===== src/rtl/spi_controller.sv =====
// Full-duplex SPI controller: DATA_WIDTH-bit MSB-first transfers with selectable CPOL/CPHA,
// NUM_CS active-low chip selects and a busy/valid handshake toward fabric logic.
module spi_controller #(
  parameter int DATA_WIDTH      = 12,
  parameter int DATA_CLK_PERIOD = 20,
  parameter int NUM_CS          = 2,
  parameter bit CPOL            = 1'b0,
  parameter bit CPHA            = 1'b0,
  localparam int SW = (NUM_CS > 1) ? $clog2(NUM_CS) : 1
) (
  input  logic                  clk_in,
  input  logic                  rst_in,
  input  logic [DATA_WIDTH-1:0] data_in,
  input  logic [SW-1:0]         cs_sel_in,
  input  logic                  trigger_in,
  output logic [DATA_WIDTH-1:0] data_out,
  output logic                  data_valid_out,
  output logic                  busy_out,
  output logic                  chip_data_out,
  input  logic                  chip_data_in,
  output logic                  chip_clk_out,
  output logic [NUM_CS-1:0]     chip_sel_out,
  output logic [1:0]            fsm_state
);

  // Handshake: trigger_in is a level request taken only while busy_out=0; data_valid_out
  // pulses for one cycle with the new data_out, and busy_out is already low in that cycle,
  // so a request held high restarts the bus on the following edge.

  localparam int HALF  = (DATA_CLK_PERIOD / 2 < 1) ? 1 : DATA_CLK_PERIOD / 2;
  localparam int CW    = (HALF > 1) ? $clog2(HALF) : 1;
  localparam int NEDGE = 2 * DATA_WIDTH;
  localparam int EW    = $clog2(2 * DATA_WIDTH + 1);
  localparam logic [SW:0] NUM_CS_V = NUM_CS[SW:0];

  typedef enum logic [1:0] {IDLE, SETUP, SHIFT, HOLD} state_t;

  state_t                state, state_nxt;
  logic [CW-1:0]         half_cnt;
  logic [EW-1:0]         edge_cnt;
  logic [DATA_WIDTH-1:0] tx_sh;
  logic [DATA_WIDTH-1:0] rx_sh;
  logic                  tick, sel_ok, lead_edge, last_edge;
  logic                  start, edge_now, finish, sample_now, drive_now;

  assign fsm_state = state;
  assign sel_ok    = ({1'b0, cs_sel_in} < NUM_CS_V);
  assign tick      = (half_cnt == CW'(HALF - 1));
  // edge_cnt holds edges already produced, so an even count means the next edge leads.
  assign lead_edge = ~edge_cnt[0];
  assign last_edge = (edge_cnt == EW'(NEDGE - 1));
  assign sample_now = edge_now & (lead_edge ^ CPHA);
  assign drive_now  = edge_now & (CPHA ? lead_edge : (~lead_edge & ~last_edge));

  always_ff @(posedge clk_in) begin
    if (rst_in) state <= IDLE;
    else        state <= state_nxt;
  end

  always_comb begin
    state_nxt = state;
    start     = 1'b0;
    edge_now  = 1'b0;
    finish    = 1'b0;
    case (state)
      IDLE: begin
        if (trigger_in && sel_ok) begin
          start     = 1'b1;
          state_nxt = SETUP;
        end
      end
      SETUP: begin
        if (tick) begin
          edge_now  = 1'b1;
          state_nxt = SHIFT;
        end
      end
      SHIFT: begin
        if (tick) begin
          edge_now = 1'b1;
          if (last_edge) state_nxt = HOLD;
        end
      end
      HOLD: begin
        if (tick) begin
          finish    = 1'b1;
          state_nxt = IDLE;
        end
      end
      default: state_nxt = IDLE;
    endcase
  end

  always_ff @(posedge clk_in) begin
    if (rst_in) begin
      half_cnt       <= '0;
      edge_cnt       <= '0;
      tx_sh          <= '0;
      rx_sh          <= '0;
      chip_sel_out   <= '1;
      chip_clk_out   <= CPOL;
      chip_data_out  <= 1'b0;
      busy_out       <= 1'b0;
      data_out       <= '0;
      data_valid_out <= 1'b0;
    end else begin
      data_valid_out <= 1'b0;
      if (start) begin
        half_cnt      <= '0;
        edge_cnt      <= '0;
        rx_sh         <= '0;
        // CPHA=0 presents the MSB with CS; CPHA=1 waits for the first leading edge.
        tx_sh         <= CPHA ? data_in : (data_in << 1);
        chip_data_out <= CPHA ? 1'b0 : data_in[DATA_WIDTH-1];
        chip_sel_out  <= ~(NUM_CS'(1) << cs_sel_in);
        busy_out      <= 1'b1;
      end else if (state != IDLE) begin
        half_cnt <= tick ? '0 : half_cnt + CW'(1);
        if (edge_now) begin
          chip_clk_out <= ~chip_clk_out;
          edge_cnt     <= edge_cnt + EW'(1);
        end
        if (sample_now) rx_sh <= {rx_sh[DATA_WIDTH-2:0], chip_data_in};
        if (drive_now) begin
          chip_data_out <= tx_sh[DATA_WIDTH-1];
          tx_sh         <= tx_sh << 1;
        end
        if (finish) begin
          chip_sel_out   <= '1;
          chip_data_out  <= 1'b0;
          busy_out       <= 1'b0;
          data_out       <= rx_sh;
          data_valid_out <= 1'b1;
        end
      end
    end
  end

endmodule

===== config.mk =====
export PLATFORM = sky130hd
export DESIGN_NAME = spi_controller
export DESIGN_NICKNAME = d
export VERILOG_FILES = /design/src/rtl/spi_controller.sv
export SDC_FILE = /design/constraint.sdc
export NUM_CORES = 1
export LEC_CHECK = 0
export BUFFER_PORTS_ARGS = -buffer_cell sky130_fd_sc_hd__buf_2
export CORE_UTILIZATION = 55
export CTS_CLUSTER_DIAMETER = 30
export CTS_CLUSTER_SIZE = 40
export DETAILED_ROUTE_END_ITERATION = 12
export PLACE_DENSITY = 0.78
export SLEW_MARGIN = 5
export SYNTH_ARGS = -nofsm -noshare
export SYNTH_HDL_FRONTEND = slang
export SYNTH_SLANG_ARGS = --single-unit

===== constraint.sdc =====
create_clock -name clk_in -period 4.1 [get_ports clk_in]
set_input_delay 0.82 -clock clk_in [delete_from_list [all_inputs] [get_ports clk_in]]
set_output_delay 0.82 -clock clk_in [all_outputs]
set_load 0.005 [all_outputs]

==> run_results.csv <==
group,metric,value,unit
floorplanning,die_w,65.1,um
layout,final_cells,317,
setup_path,crit_chain,"inv_1 > ha_1 > nor2b_1 > a41o_1 > nor2_1 > a311oi_1",
setup_path,timing.rr.start,"fsm_state[0]$_SDFFE_PP0P_",
floorplanning,coreArea,3740,um^2
timing,worstMarginPinSlew,778,ps
timing,hold_viol_final,0,
synthesis,synthTopCellsByArea,"dfxtp_1 (47%), mux2i_1 (13%), nor2_1 (8.7%)",
clocking,path_clk_slew,90,ps
placed_design,hpwl,2690,um
timing,timing.slew.headroom,0.481,
setup_path,critPathMaxStageDelay,660,ps
layout,antenna_cells,0,
synthesis,yosysSeqAreaShare,0.475,
grt,overflow,0,
timing,slew_violations,0,
synthesis,post-synth-top-area-fraction,0.475,
clocking,clockBufferDepth,2,
detailed_routing,drt_pass1_iterations,4,
timing,setup_ws,1550,ps
pwr,ir_worst_vdd,347,uV
synthesis,syn-cell-area,2190,um^2
grt,antenna_found_initial,0,
clocking,clockRootBuffer,"clkbuf_8",
detailed_routing,drtIter0Drc,154,
setup_path,path_class,"register to register",
setup_path,cp.depth,6,
setup_path,arrival,2760,ps
synthesis,synth.net_count,260,
setup_path,startpoint_type,"register",
grt,track_usage,0.212,
grt,grt_pass1_wl,6890,um
setup_path,slowest_stage,"a41o_1",
setup_path,r2r_end,"tx_sh[4]$_SDFFE_PP0P_",
layout,num-nets-final,290,
synthesis,yosys_warnings,0,
pwr,p_total,1.21,mW
setup_path,crit_family,"compound AO/OA/AOI/OAI gates",
placed_design,place_inst,309,
clocking,cts-resized-gates,0,
clocking,cts_hold_buf,0,
detailed_routing,avgRoutedWirePerCell,12.7,um
status,status,"finished clean",
flow_run,maxCapViolations,0,
synthesis,yosys.area.top_type,"dfxtp_1",
grt,grt_pass1_vias,1554,
pwr,pwr_density_cell,490,nW/um^2
detailed_routing,drc,0,
synthesis,synthCells,238,
clocking,htreeDepth,2,
floorplanning,start_util,0.586,
setup_path,worstPathMaxFanout,20,
synthesis,yosys_register_bits,52,
hold_path,min_path_type,"register to register",
placed_design,gp_routability_congestion,0.754,
clocking,worstSkewPairLatency,310,ps
pwr,p_leak,1.20,nW
synthesis,avgSynthCellArea,9.21,um^2
setup_path,worstSetupStartpoint,"fsm_state[0]$_SDFFE_PP0P_",
setup_path,endpoint_kind,"register",
setup_path,r2r_setup_slack,1550,ps
timing,skew,4.78,ps
clocking,cts_made_buffers,5,
clocking,cts_tree,"yes",
detailed_routing,ant_nets,0,
timing,tns,0,ps
timing,final-setup-viol-count,0,
layout,fin_util,0.657,
grt,grt_max_degree,35,
clocking,cts_num_sinks,52,
timing,max_freq,393,MHz
layout,drive_gt1_frac,0.182,
detailed_routing,vias_per_cell,5.39,
placed_design,portBuffers,36,
floorplanning,die_area,4240,um^2
synthesis,synth_cell_types,35,
setup_path,timing.critical_path.to,"tx_sh[4]$_SDFFE_PP0P_",
timing,period_minus_slack,2550,ps
layout,fillers,331,
placed_design,place_ws,1550,ps
floorplanning,rows,22,
clocking,cts_setup_buffers,0,
timing,fin_crit_sh,0.621,
floorplanning,io_pins,37,
setup_path,crit_buf_inv,1,
timing,rsz0062_at_grt,"false",
floorplanning,die_h,65.1,um
setup_path,crit_required,4310,ps
layout,area_delta_synth_final,12.3,%
detailed_routing,routed_wl,4040,um
detailed_routing,vias,1709,
setup_path,r2r_cells,6,
==> sequential cells by signal (all words and copies together) (netlist names), 2 cells and up <==
name / flops
chip_sel_out: 2
half_cnt: 4
rx_sh: 12
tx_sh: 11
data_out: 12
edge_cnt: 5
fsm_state: 2
==> through the flow <==
stage / hold WS (ps) / area (um^2)
floorplan: 459 / 2190
global placement: 465 / 2370
detailed placement: 473 / 2370
CTS: 486 / 2460
global route: 509 / 2460
finish: 480 / 2460
==> area by class of cell <==
type	instances	area, um^2	area share
multi-input combinational	170	1080	0.439
sequential	52	1040	0.423
timing repair buffer	36	180	0.0732
clock buffer	5	68.8	0.0280
tap	48	60.1	0.0244
clock inverter	3	18.8	0.00763
inverter	3	11.3	0.00458
==> logic make-up (layout without fill, tap and decap cells) <==
family,after synthesis,after routing,synth area share
buffers and inverters,16,47,0.0320
flip-flops,52,52,0.475
adder cells (fa/ha/maj),5,5,0.0285
AND/OR/NAND/NOR,105,105,0.228
AO/OA/AOI/OAI,27,27,0.0885
multiplexers,28,28,0.128
XOR/XNOR,5,5,0.0200
==> power breakdown <==
group          switching (mW)  total, mW  internal (mW)
sequential             0.0379      0.601          0.563
clock                   0.170      0.289          0.119
combinational           0.197      0.317          0.120
total                   0.404       1.21          0.802
==> worst min-delay path, delay by kind of cell, from the launching register on <==
| kind | cells | cell delay (ps) |
|---|---|---|
| multiplexers | 1 | 60 |
| AND/OR/NAND/NOR | 1 | 60 |
| flip-flops | 1 | 320 |
==> how the worst min path moves through the flow <==
stage               cells after the start                        from  slack (ps)                    endpoint
finish                                  2  chip_data_out$_SDFFE_PP0P_         480  chip_data_out$_SDFFE_PP0P_
global route                            2       tx_sh[4]$_SDFFE_PP0P_         510       tx_sh[5]$_SDFFE_PP0P_
CTS                                     2      tx_sh[10]$_SDFFE_PP0P_         490      tx_sh[11]$_SDFFE_PP0P_
detailed placement                      2      tx_sh[10]$_SDFFE_PP0P_         470      tx_sh[11]$_SDFFE_PP0P_
global placement                        2       tx_sh[9]$_SDFFE_PP0P_         470      tx_sh[10]$_SDFFE_PP0P_
floorplan                               2       tx_sh[9]$_SDFFE_PP0P_         460      tx_sh[10]$_SDFFE_PP0P_
==> cell usage after synthesis <==
library cell / count
dfxtp_1: 52
nor2_1: 51
mux2i_1: 28
nand2_1: 24
a311oi_1: 11
a21oi_1: 6
clkbuf_1: 6
buf_2: 5
ha_1: 5
nand2b_1: 5
xor2_1: 5
nor2b_1: 4
inv_1: 3
nand4_1: 3
nor3_1: 3
o21ai_0: 3
a21o_1: 2
and2_1: 2
and3_1: 2
nor3b_1: 2
or2_2: 2
a221oi_1: 1
a22oi_1: 1
a31oi_1: 1
a41o_1: 1
buf_1: 1
buf_4: 1
nand3_1: 1
nand3_2: 1
nand4b_1: 1
nand4b_2: 1
nand4bb_1: 1
nor3b_4: 1
o21ai_1: 1
or4_1: 1
==> per-layer routing <==
layer,up-vias,global-route usage,routed length (um)
li1,872,-,-
met1,800,0.261,2000
met2,35,0.350,1840
met3,2,0.0677,170
met4,0,0.0652,26
met5,-,0,0
==> cell usage in the layout, fill, tap and decap left out, types with 2 or more instances in the layout <==
master    netlist  final
dfxtp_1        52     52
nor2_1         51     51
buf_2           5     36
mux2i_1        28     28
nand2_1        24     24
a311oi_1       11     11
a21oi_1         6      6
nand2b_1        5      5
xor2_1          5      5
ha_1            5      5
clkbuf_8        0      5
nor2b_1         4      4
inv_1           3      3
nor3_1          3      3
nand4_1         3      3
o21ai_0         3      3
and2_1          2      2
or2_2           2      2
and3_1          2      2
a21o_1          2      2
nor3b_1         2      2
clkinv_2        0      2
Power figures use the tool's default switching activity.
